<file path="config.mk">
export PLATFORM = sky130hd
export DESIGN_NAME = otter_alu_decode_flat
export DESIGN_NICKNAME = d
export VERILOG_FILES = /design/src/rtl/otter_alu_decode_if.sv /design/src/rtl/otter_alu_decode.sv /design/src/flat_wrapper.sv
export SDC_FILE = /design/constraint.sdc
export NUM_CORES = 1
export LEC_CHECK = 0
export ABC_AREA = 1
export CORE_MARGIN = 8
export CORE_UTILIZATION = 54
export DETAILED_ROUTE_END_ITERATION = 16
export GPL_ROUTABILITY_DRIVEN = 0
export PLACE_DENSITY = 0.94
export SLEW_MARGIN = 15
export SYNTH_ARGS = -nofsm -noshare
export SYNTH_HDL_FRONTEND = slang
export SYNTH_SLANG_ARGS = --single-unit
</file>
<file path="constraint.sdc">
create_clock -name clk_i -period 2.9 [get_ports clk_i]
set_input_delay 0.58 -clock clk_i [delete_from_list [all_inputs] [get_ports clk_i]]
set_output_delay 0.58 -clock clk_i [all_outputs]
set_load 0.01 [all_outputs]
</file>
<file path="src/rtl/otter_alu_decode_if.sv">
// Handshake bundle between fetch, the ALU decode stage and execute.
// The slave modport is the decode stage; the master modport drives it.
interface otter_alu_decode_if;
    logic [31:0] instr_i;
    logic        valid_i;
    logic        ready_o;
    logic        flush_i;
    logic [10:0] alu_fun_o;
    logic [31:0] instr_o;
    logic        illegal_o;
    logic        valid_o;
    logic        ready_i;

    modport slave (
        input  instr_i,
        input  valid_i,
        input  flush_i,
        input  ready_i,
        output ready_o,
        output alu_fun_o,
        output instr_o,
        output illegal_o,
        output valid_o
    );

    modport master (
        output instr_i,
        output valid_i,
        output flush_i,
        output ready_i,
        input  ready_o,
        input  alu_fun_o,
        input  instr_o,
        input  illegal_o,
        input  valid_o
    );
endinterface

</file>
<file path="src/rtl/otter_alu_decode.sv">
// RV32I ALU-control decode stage: one-cycle decode into an output register backed by one skid entry.
// Define OTTER_ALU_DECODE_ILLEGAL_EN to flag illegal encodings; otherwise they decode to ADD.
module otter_alu_decode (
    input  logic               clk_i,
    input  logic               rst_i,
    otter_alu_decode_if.slave  bus
);

    localparam logic [6:0] OPC_OP      = 7'b0110011;
    localparam logic [6:0] OPC_OP_IMM  = 7'b0010011;
    localparam logic [6:0] OPC_LUI     = 7'b0110111;
    localparam logic [6:0] OPC_AUIPC   = 7'b0010111;
    localparam logic [6:0] OPC_JAL     = 7'b1101111;
    localparam logic [6:0] OPC_JALR    = 7'b1100111;
    localparam logic [6:0] OPC_LOAD    = 7'b0000011;
    localparam logic [6:0] OPC_STORE   = 7'b0100011;
    localparam logic [6:0] OPC_BRANCH  = 7'b1100011;
    localparam logic [6:0] OPC_MISCMEM = 7'b0001111;
    localparam logic [6:0] OPC_SYSTEM  = 7'b1110011;

    localparam logic [6:0] F7_ZERO = 7'b0000000;
    localparam logic [6:0] F7_ALT  = 7'b0100000;

    localparam logic [10:0] FUN_NONE = 11'h000;
    localparam logic [10:0] FUN_ADD  = 11'h001;
    localparam logic [10:0] FUN_SLL  = 11'h002;
    localparam logic [10:0] FUN_SLT  = 11'h004;
    localparam logic [10:0] FUN_SLTU = 11'h008;
    localparam logic [10:0] FUN_XOR  = 11'h010;
    localparam logic [10:0] FUN_SRL  = 11'h020;
    localparam logic [10:0] FUN_OR   = 11'h040;
    localparam logic [10:0] FUN_AND  = 11'h080;
    localparam logic [10:0] FUN_SUB  = 11'h100;
    localparam logic [10:0] FUN_SRA  = 11'h200;
    localparam logic [10:0] FUN_LUI  = 11'h400;

    logic [6:0]  opcode;
    logic [2:0]  funct3;
    logic [6:0]  funct7;
    logic [10:0] raw_fun;
    logic        raw_illegal;
    logic [10:0] dec_fun;
    logic        dec_illegal;

    logic        out_valid, out_valid_next;
    logic [31:0] out_instr, out_instr_next;
    logic [10:0] out_fun, out_fun_next;
    logic        out_illegal, out_illegal_next;
    logic        skid_valid, skid_valid_next;
    logic [31:0] skid_instr, skid_instr_next;
    logic [10:0] skid_fun, skid_fun_next;
    logic        skid_illegal, skid_illegal_next;
    logic        ready_q;

    logic        xfer_in;
    logic        xfer_out;

    assign opcode = bus.instr_i[6:0];
    assign funct3 = bus.instr_i[14:12];
    assign funct7 = bus.instr_i[31:25];

    // Raw decode: every listed opcode ends in 2'b11, so the full 7-bit match also rejects compressed encodings.
    always_comb begin
        raw_fun     = FUN_NONE;
        raw_illegal = 1'b0;
        case (opcode)
            OPC_OP: begin
                if (funct7 == F7_ZERO) begin
                    case (funct3)
                        3'b000:  raw_fun = FUN_ADD;
                        3'b001:  raw_fun = FUN_SLL;
                        3'b010:  raw_fun = FUN_SLT;
                        3'b011:  raw_fun = FUN_SLTU;
                        3'b100:  raw_fun = FUN_XOR;
                        3'b101:  raw_fun = FUN_SRL;
                        3'b110:  raw_fun = FUN_OR;
                        default: raw_fun = FUN_AND;
                    endcase
                end else if (funct7 == F7_ALT && funct3 == 3'b000) begin
                    raw_fun = FUN_SUB;
                end else if (funct7 == F7_ALT && funct3 == 3'b101) begin
                    raw_fun = FUN_SRA;
                end else begin
                    raw_illegal = 1'b1;
                end
            end
            OPC_OP_IMM: begin
                case (funct3)
                    3'b000: raw_fun = FUN_ADD;
                    3'b001: begin
                        if (funct7 == F7_ZERO) raw_fun = FUN_SLL;
                        else                   raw_illegal = 1'b1;
                    end
                    3'b010: raw_fun = FUN_SLT;
                    3'b011: raw_fun = FUN_SLTU;
                    3'b100: raw_fun = FUN_XOR;
                    3'b101: begin
                        if (funct7 == F7_ZERO)     raw_fun = FUN_SRL;
                        else if (funct7 == F7_ALT) raw_fun = FUN_SRA;
                        else                       raw_illegal = 1'b1;
                    end
                    3'b110:  raw_fun = FUN_OR;
                    default: raw_fun = FUN_AND;
                endcase
            end
            OPC_LUI:                                   raw_fun = FUN_LUI;
            OPC_AUIPC, OPC_JAL, OPC_JALR,
            OPC_LOAD, OPC_STORE:                       raw_fun = FUN_ADD;
            OPC_BRANCH, OPC_MISCMEM, OPC_SYSTEM:       raw_fun = FUN_NONE;
            default:                                   raw_illegal = 1'b1;
        endcase
    end

`ifdef OTTER_ALU_DECODE_ILLEGAL_EN
    always_comb begin
        dec_fun     = raw_illegal ? FUN_NONE : raw_fun;
        dec_illegal = raw_illegal;
    end
`else
    // Without illegal reporting the flag never leaves this stage; bad encodings fall back to ADD.
    always_comb begin
        dec_fun     = raw_illegal ? FUN_ADD : raw_fun;
        dec_illegal = 1'b0;
    end
`endif

    assign xfer_in  = bus.valid_i && ready_q;
    assign xfer_out = out_valid && bus.ready_i;

    // Skid full implies output full; while the skid is occupied ready_o is low, so nothing new arrives.
    always_comb begin
        out_valid_next    = out_valid;
        out_instr_next    = out_instr;
        out_fun_next      = out_fun;
        out_illegal_next  = out_illegal;
        skid_valid_next   = skid_valid;
        skid_instr_next   = skid_instr;
        skid_fun_next     = skid_fun;
        skid_illegal_next = skid_illegal;

        if (bus.flush_i) begin
            out_valid_next  = 1'b0;
            skid_valid_next = 1'b0;
        end else if (skid_valid) begin
            if (xfer_out) begin
                out_instr_next   = skid_instr;
                out_fun_next     = skid_fun;
                out_illegal_next = skid_illegal;
                skid_valid_next  = 1'b0;
            end
        end else if (!out_valid || xfer_out) begin
            out_valid_next = xfer_in;
            if (xfer_in) begin
                out_instr_next   = bus.instr_i;
                out_fun_next     = dec_fun;
                out_illegal_next = dec_illegal;
            end
        end else if (xfer_in) begin
            skid_valid_next   = 1'b1;
            skid_instr_next   = bus.instr_i;
            skid_fun_next     = dec_fun;
            skid_illegal_next = dec_illegal;
        end
    end

    always_ff @(posedge clk_i) begin
        if (rst_i) begin
            out_valid    <= 1'b0;
            out_instr    <= 32'h0;
            out_fun      <= FUN_NONE;
            out_illegal  <= 1'b0;
            skid_valid   <= 1'b0;
            skid_instr   <= 32'h0;
            skid_fun     <= FUN_NONE;
            skid_illegal <= 1'b0;
            ready_q      <= 1'b1;
        end else begin
            out_valid    <= out_valid_next;
            out_instr    <= out_instr_next;
            out_fun      <= out_fun_next;
            out_illegal  <= out_illegal_next;
            skid_valid   <= skid_valid_next;
            skid_instr   <= skid_instr_next;
            skid_fun     <= skid_fun_next;
            skid_illegal <= skid_illegal_next;
            ready_q      <= !skid_valid_next;
        end
    end

    assign bus.ready_o   = ready_q;
    assign bus.valid_o   = out_valid;
    assign bus.instr_o   = out_instr;
    assign bus.alu_fun_o = out_fun;
    assign bus.illegal_o = out_illegal;

endmodule

</file>
<file path="src/flat_wrapper.sv">
// flat-port wrapper written by rule: the top's interface ports become plain ports
module otter_alu_decode_flat 
  (clk_i, rst_i, bus_instr_i, bus_valid_i, bus_flush_i, bus_ready_i, bus_ready_o, bus_alu_fun_o, bus_instr_o, bus_illegal_o, bus_valid_o);
  otter_alu_decode_if bus_i ();
  input  logic clk_i;
  input  logic rst_i;
  input wire logic [$bits(bus_i.instr_i)-1:0] bus_instr_i;
  input wire logic [$bits(bus_i.valid_i)-1:0] bus_valid_i;
  input wire logic [$bits(bus_i.flush_i)-1:0] bus_flush_i;
  input wire logic [$bits(bus_i.ready_i)-1:0] bus_ready_i;
  output wire logic [$bits(bus_i.ready_o)-1:0] bus_ready_o;
  output wire logic [$bits(bus_i.alu_fun_o)-1:0] bus_alu_fun_o;
  output wire logic [$bits(bus_i.instr_o)-1:0] bus_instr_o;
  output wire logic [$bits(bus_i.illegal_o)-1:0] bus_illegal_o;
  output wire logic [$bits(bus_i.valid_o)-1:0] bus_valid_o;
  assign bus_i.instr_i = bus_instr_i;
  assign bus_i.valid_i = bus_valid_i;
  assign bus_i.flush_i = bus_flush_i;
  assign bus_i.ready_i = bus_ready_i;
  assign bus_ready_o = bus_i.ready_o;
  assign bus_alu_fun_o = bus_i.alu_fun_o;
  assign bus_instr_o = bus_i.instr_o;
  assign bus_illegal_o = bus_i.illegal_o;
  assign bus_valid_o = bus_i.valid_o;
  otter_alu_decode u_core (.clk_i(clk_i), .rst_i(rst_i), .bus(bus_i));
endmodule
</file>
==> flow_summary.json <==
{
  "synthTopCellsByArea": "dfxtp_1 47%, nand2_1 9.9%, nor2_1 8.7%",
  "hold_path.class": "flop to flop",
  "cts_sinks": 89,
  "ant_nets": 0,
  "irDropWorstVdd_uv": 346,
  "cp_max_fo": 24,
  "rsz0062_at_grt": "no",
  "area_delta_synth_final_pct": 27.1,
  "critPathCaptureType": "flop",
  "arrival_ns": 2.42,
  "skew_ns": 0.00421,
  "r2r_end": "u_core.bus.instr_o[0]",
  "cellLeakagePower_nw": 1.90,
  "drive_above_1_share_pct": 5.43,
  "synth_xor_area_share_pct": 0,
  "place_ws_ns": 0.417,
  "pin_count": 83,
  "tightest_slew_ns": 0.610,
  "drt_iter0_drc": 344,
  "min_from": "u_core.skid_instr[29]",
  "die_x_um": 99.3,
  "clk_latency_ns": 0.36,
  "hold_buffers": 0,
  "timing.final.ws_setup_ns": 0.774,
  "port_buffers": 81,
  "setup_viol": 0,
  "n_antenna_cell": 0,
  "path_clk_slew_ns": 0.08,
  "vias": 3868,
  "cts_made_buffers": 9,
  "die_y_um": 99.3,
  "layout.nets": 621,
  "synth_top_area_share_pct": 47.5,
  "r2r_start": "u_core.skid_valid",
  "avgSynthCellArea_um2": 7.20,
  "cts_tree": "built",
  "clockBufferDepth": 2,
  "mostFrequentLayoutCell": "nand2_1",
  "synth_compound_area_share_pct": 22.8,
  "reg2regPathDepth": 7,
  "synthCells": 521,
  "post_drt_wl_per_cell_um": 15.4,
  "holdPathStages": 2,
  "start_util_pct": 55.5,
  "grt_max_degree": 47,
  "drt_wl_total_mm": 10.3,
  "syn-num-nets": 558,
  "cts-root-buf": "clkbuf_8",
  "power.density_nw_per_um2": 528,
  "start_kind": "input port",
  "slew-limit-headroom_pct": 59.2,
  "ys_seq_area_share_pct": 47.5,
  "cpPeakStageDelay_ns": 0.51,
  "cts_max_level": 3,
  "synth-simple-area-share_pct": 22.1,
  "maxSlewViolCount": 0,
  "finalSetupTns_ns": 0,
  "synth_top_area_cell": "dfxtp_1",
  "grt.total_usage_pct": 20.8,
  "grt_pass1_vias": 3731,
  "reg2reg_slack_ns": 0.83,
  "dieArea_um2": 9870,
  "timing_hold_violations_final": 0,
  "cpLargestDelayFamily": "buffers and inverters",
  "crit_top_cell": "nor2_1",
  "core-area_um2": 6760,
  "synth_mux_area_share_pct": 0,
  "critical-path-slowest-cell": "clkdlybuf4s50_1",
  "std_cell_rows": 30,
  "min_period_over_period_pct": 73.3,
  "grt_pass1_wl_mm": 17.0,
  "whs_endpoint": "u_core.bus.instr_o[29]",
  "post_cts_buffers": 0,
  "hpwl_mm": 6.83,
  "final_cell_mix": "99 x nand2_1, 88 x dfxtp_1, 87 x nor2_1, 81 x clkdlybuf4s50_1, 65 x o21ai_0",
  "timing.max_cap.violations": 0,
  "antenna_found_initial": 0,
  "outcome": "finished clean",
  "netlist_area_um2": 3750,
  "cts_resized": 0,
  "path_cells": "clkdlybuf4s50_1 -> nor2_1 -> nor2_1 -> nand2_2 -> inv_2 -> buf_4 -> o21ai_0 -> a31oi_1",
  "yosysWarnings": 0,
  "crit_type": "input port to flop",
  "required_ns": 3.19,
  "route.detailed.drc": 0,
  "cp_num_buf_inv": 3,
  "synth.distinct_cells": 26,
  "final_util_pct": 70.5,
  "ys_seq_elements": 89,
  "synth_top_family_by_area": "compound AO/OA/AOI/OAI gates",
  "period_needed_ns": 2.13,
  "drt-pass1-iter-count": 5,
  "fmax_mhz": 470,
  "vias_per_cell": 5.78,
  "grt_overflow": 0,
  "synthAdderAreaFrac_pct": 0
}
[report_power, final]
group,internal [mW],switching [mW],total (mW)
clock,0.469,0.419,0.887
sequential,1.27,0.0283,1.30
combinational,0.164,0.164,0.328
[cell usage after synthesis]
library cell,n
inv_2,4
conb_1,1
buf_2,11
clkinv_1,1
nor2_2,1
nor2_1,87
o21ai_1,22
o211ai_1,1
o21ai_0,65
a21oi_1,37
clkbuf_1,18
buf_1,1
nor3_2,1
dfxtp_1,89
nand2_2,1
nand2_1,99
buf_6,3
a31oi_1,32
nand4_1,3
o21ai_2,1
nor3_1,2
buf_4,4
inv_1,19
nand3_1,16
a311oi_1,1
o211a_1,1
[how the worst max path moves through the flow]
stage | from | to | depth (start not counted)
6_report | bus_ready_i | u_core.bus.instr_o[0] | 8
5_1_grt | u_core.skid_valid | u_core.bus.instr_o[2] | 7
4_1_cts | bus_ready_i | u_core.bus.instr_o[0] | 8
3_5_place_dp | bus_ready_i | u_core.bus.instr_o[0] | 8
3_3_place_gp | bus_ready_i | u_core.bus.instr_o[2] | 8
2_1_floorplan | bus_valid_i | u_core.skid_instr[24] | 7
[worst reg2reg max path, stage by stage, from the launching register on]
cell and delay, ns:
dfxtp_2 0.66, nand2_1 0.13, o21ai_2 0.10, nand2_2 0.19, inv_2 0.34, buf_4 0.31
o21ai_0 0.11, a31oi_1 0.17
[logic make-up (layout without fill, tap and decap cells)]
kind of cell / count (synthesis) / in the layout
buf+inv: 61 / 129
simple gates: 210 / 210
compound gates: 160 / 160
flops: 89 / 89
other cells: 1 / 1
[sequential cells by signal, indices dropped and copies added, names as in the netlist]
name                  count
u_core.skid_fun          11
u_core.bus.ready_o        1
u_core.skid_instr        32
u_core.bus.valid_o        1
u_core.bus.alu_fun_o     11
u_core.skid_valid         1
u_core.bus.instr_o       32
[metrics by stage]
step,instances,hold slack [ns],instance area [um^2],power (mW)
2_1_floorplan,521,0.438,3750,1.48
3_3_place_gp,653,0.455,4560,1.64
3_5_place_dp,653,0.463,4560,1.65
4_1_cts,669,0.474,4770,2.52
5_1_grt,669,0.494,4770,2.61
6_report,669,0.474,4770,2.51
[metal layers]
| layer | vias up | global-route usage [%] | routed length, um |
|---|---|---|---|
| met1 | 1808 | 23.7 | 4390 |
| li1 | 1862 | - | - |
| met5 | - | 0 | 0 |
| met2 | 166 | 34.9 | 4950 |
| met3 | 32 | 6.22 | 675 |
| met4 | 0 | 9.78 | 269 |
[final cells by class]
| type | count | area [um^2] |
|---|---|---|
| fill | 535 | 1990 |
| sequential | 89 | 1780 |
| multi-input combinational | 371 | 1690 |
| timing repair buffer | 89 | 896 |
| clock buffer | 14 | 173 |
| tap | 80 | 100 |
| inverter | 24 | 90.1 |
| clock inverter | 2 | 35.0 |
Note: power is estimated with default switching activity, not from simulation.
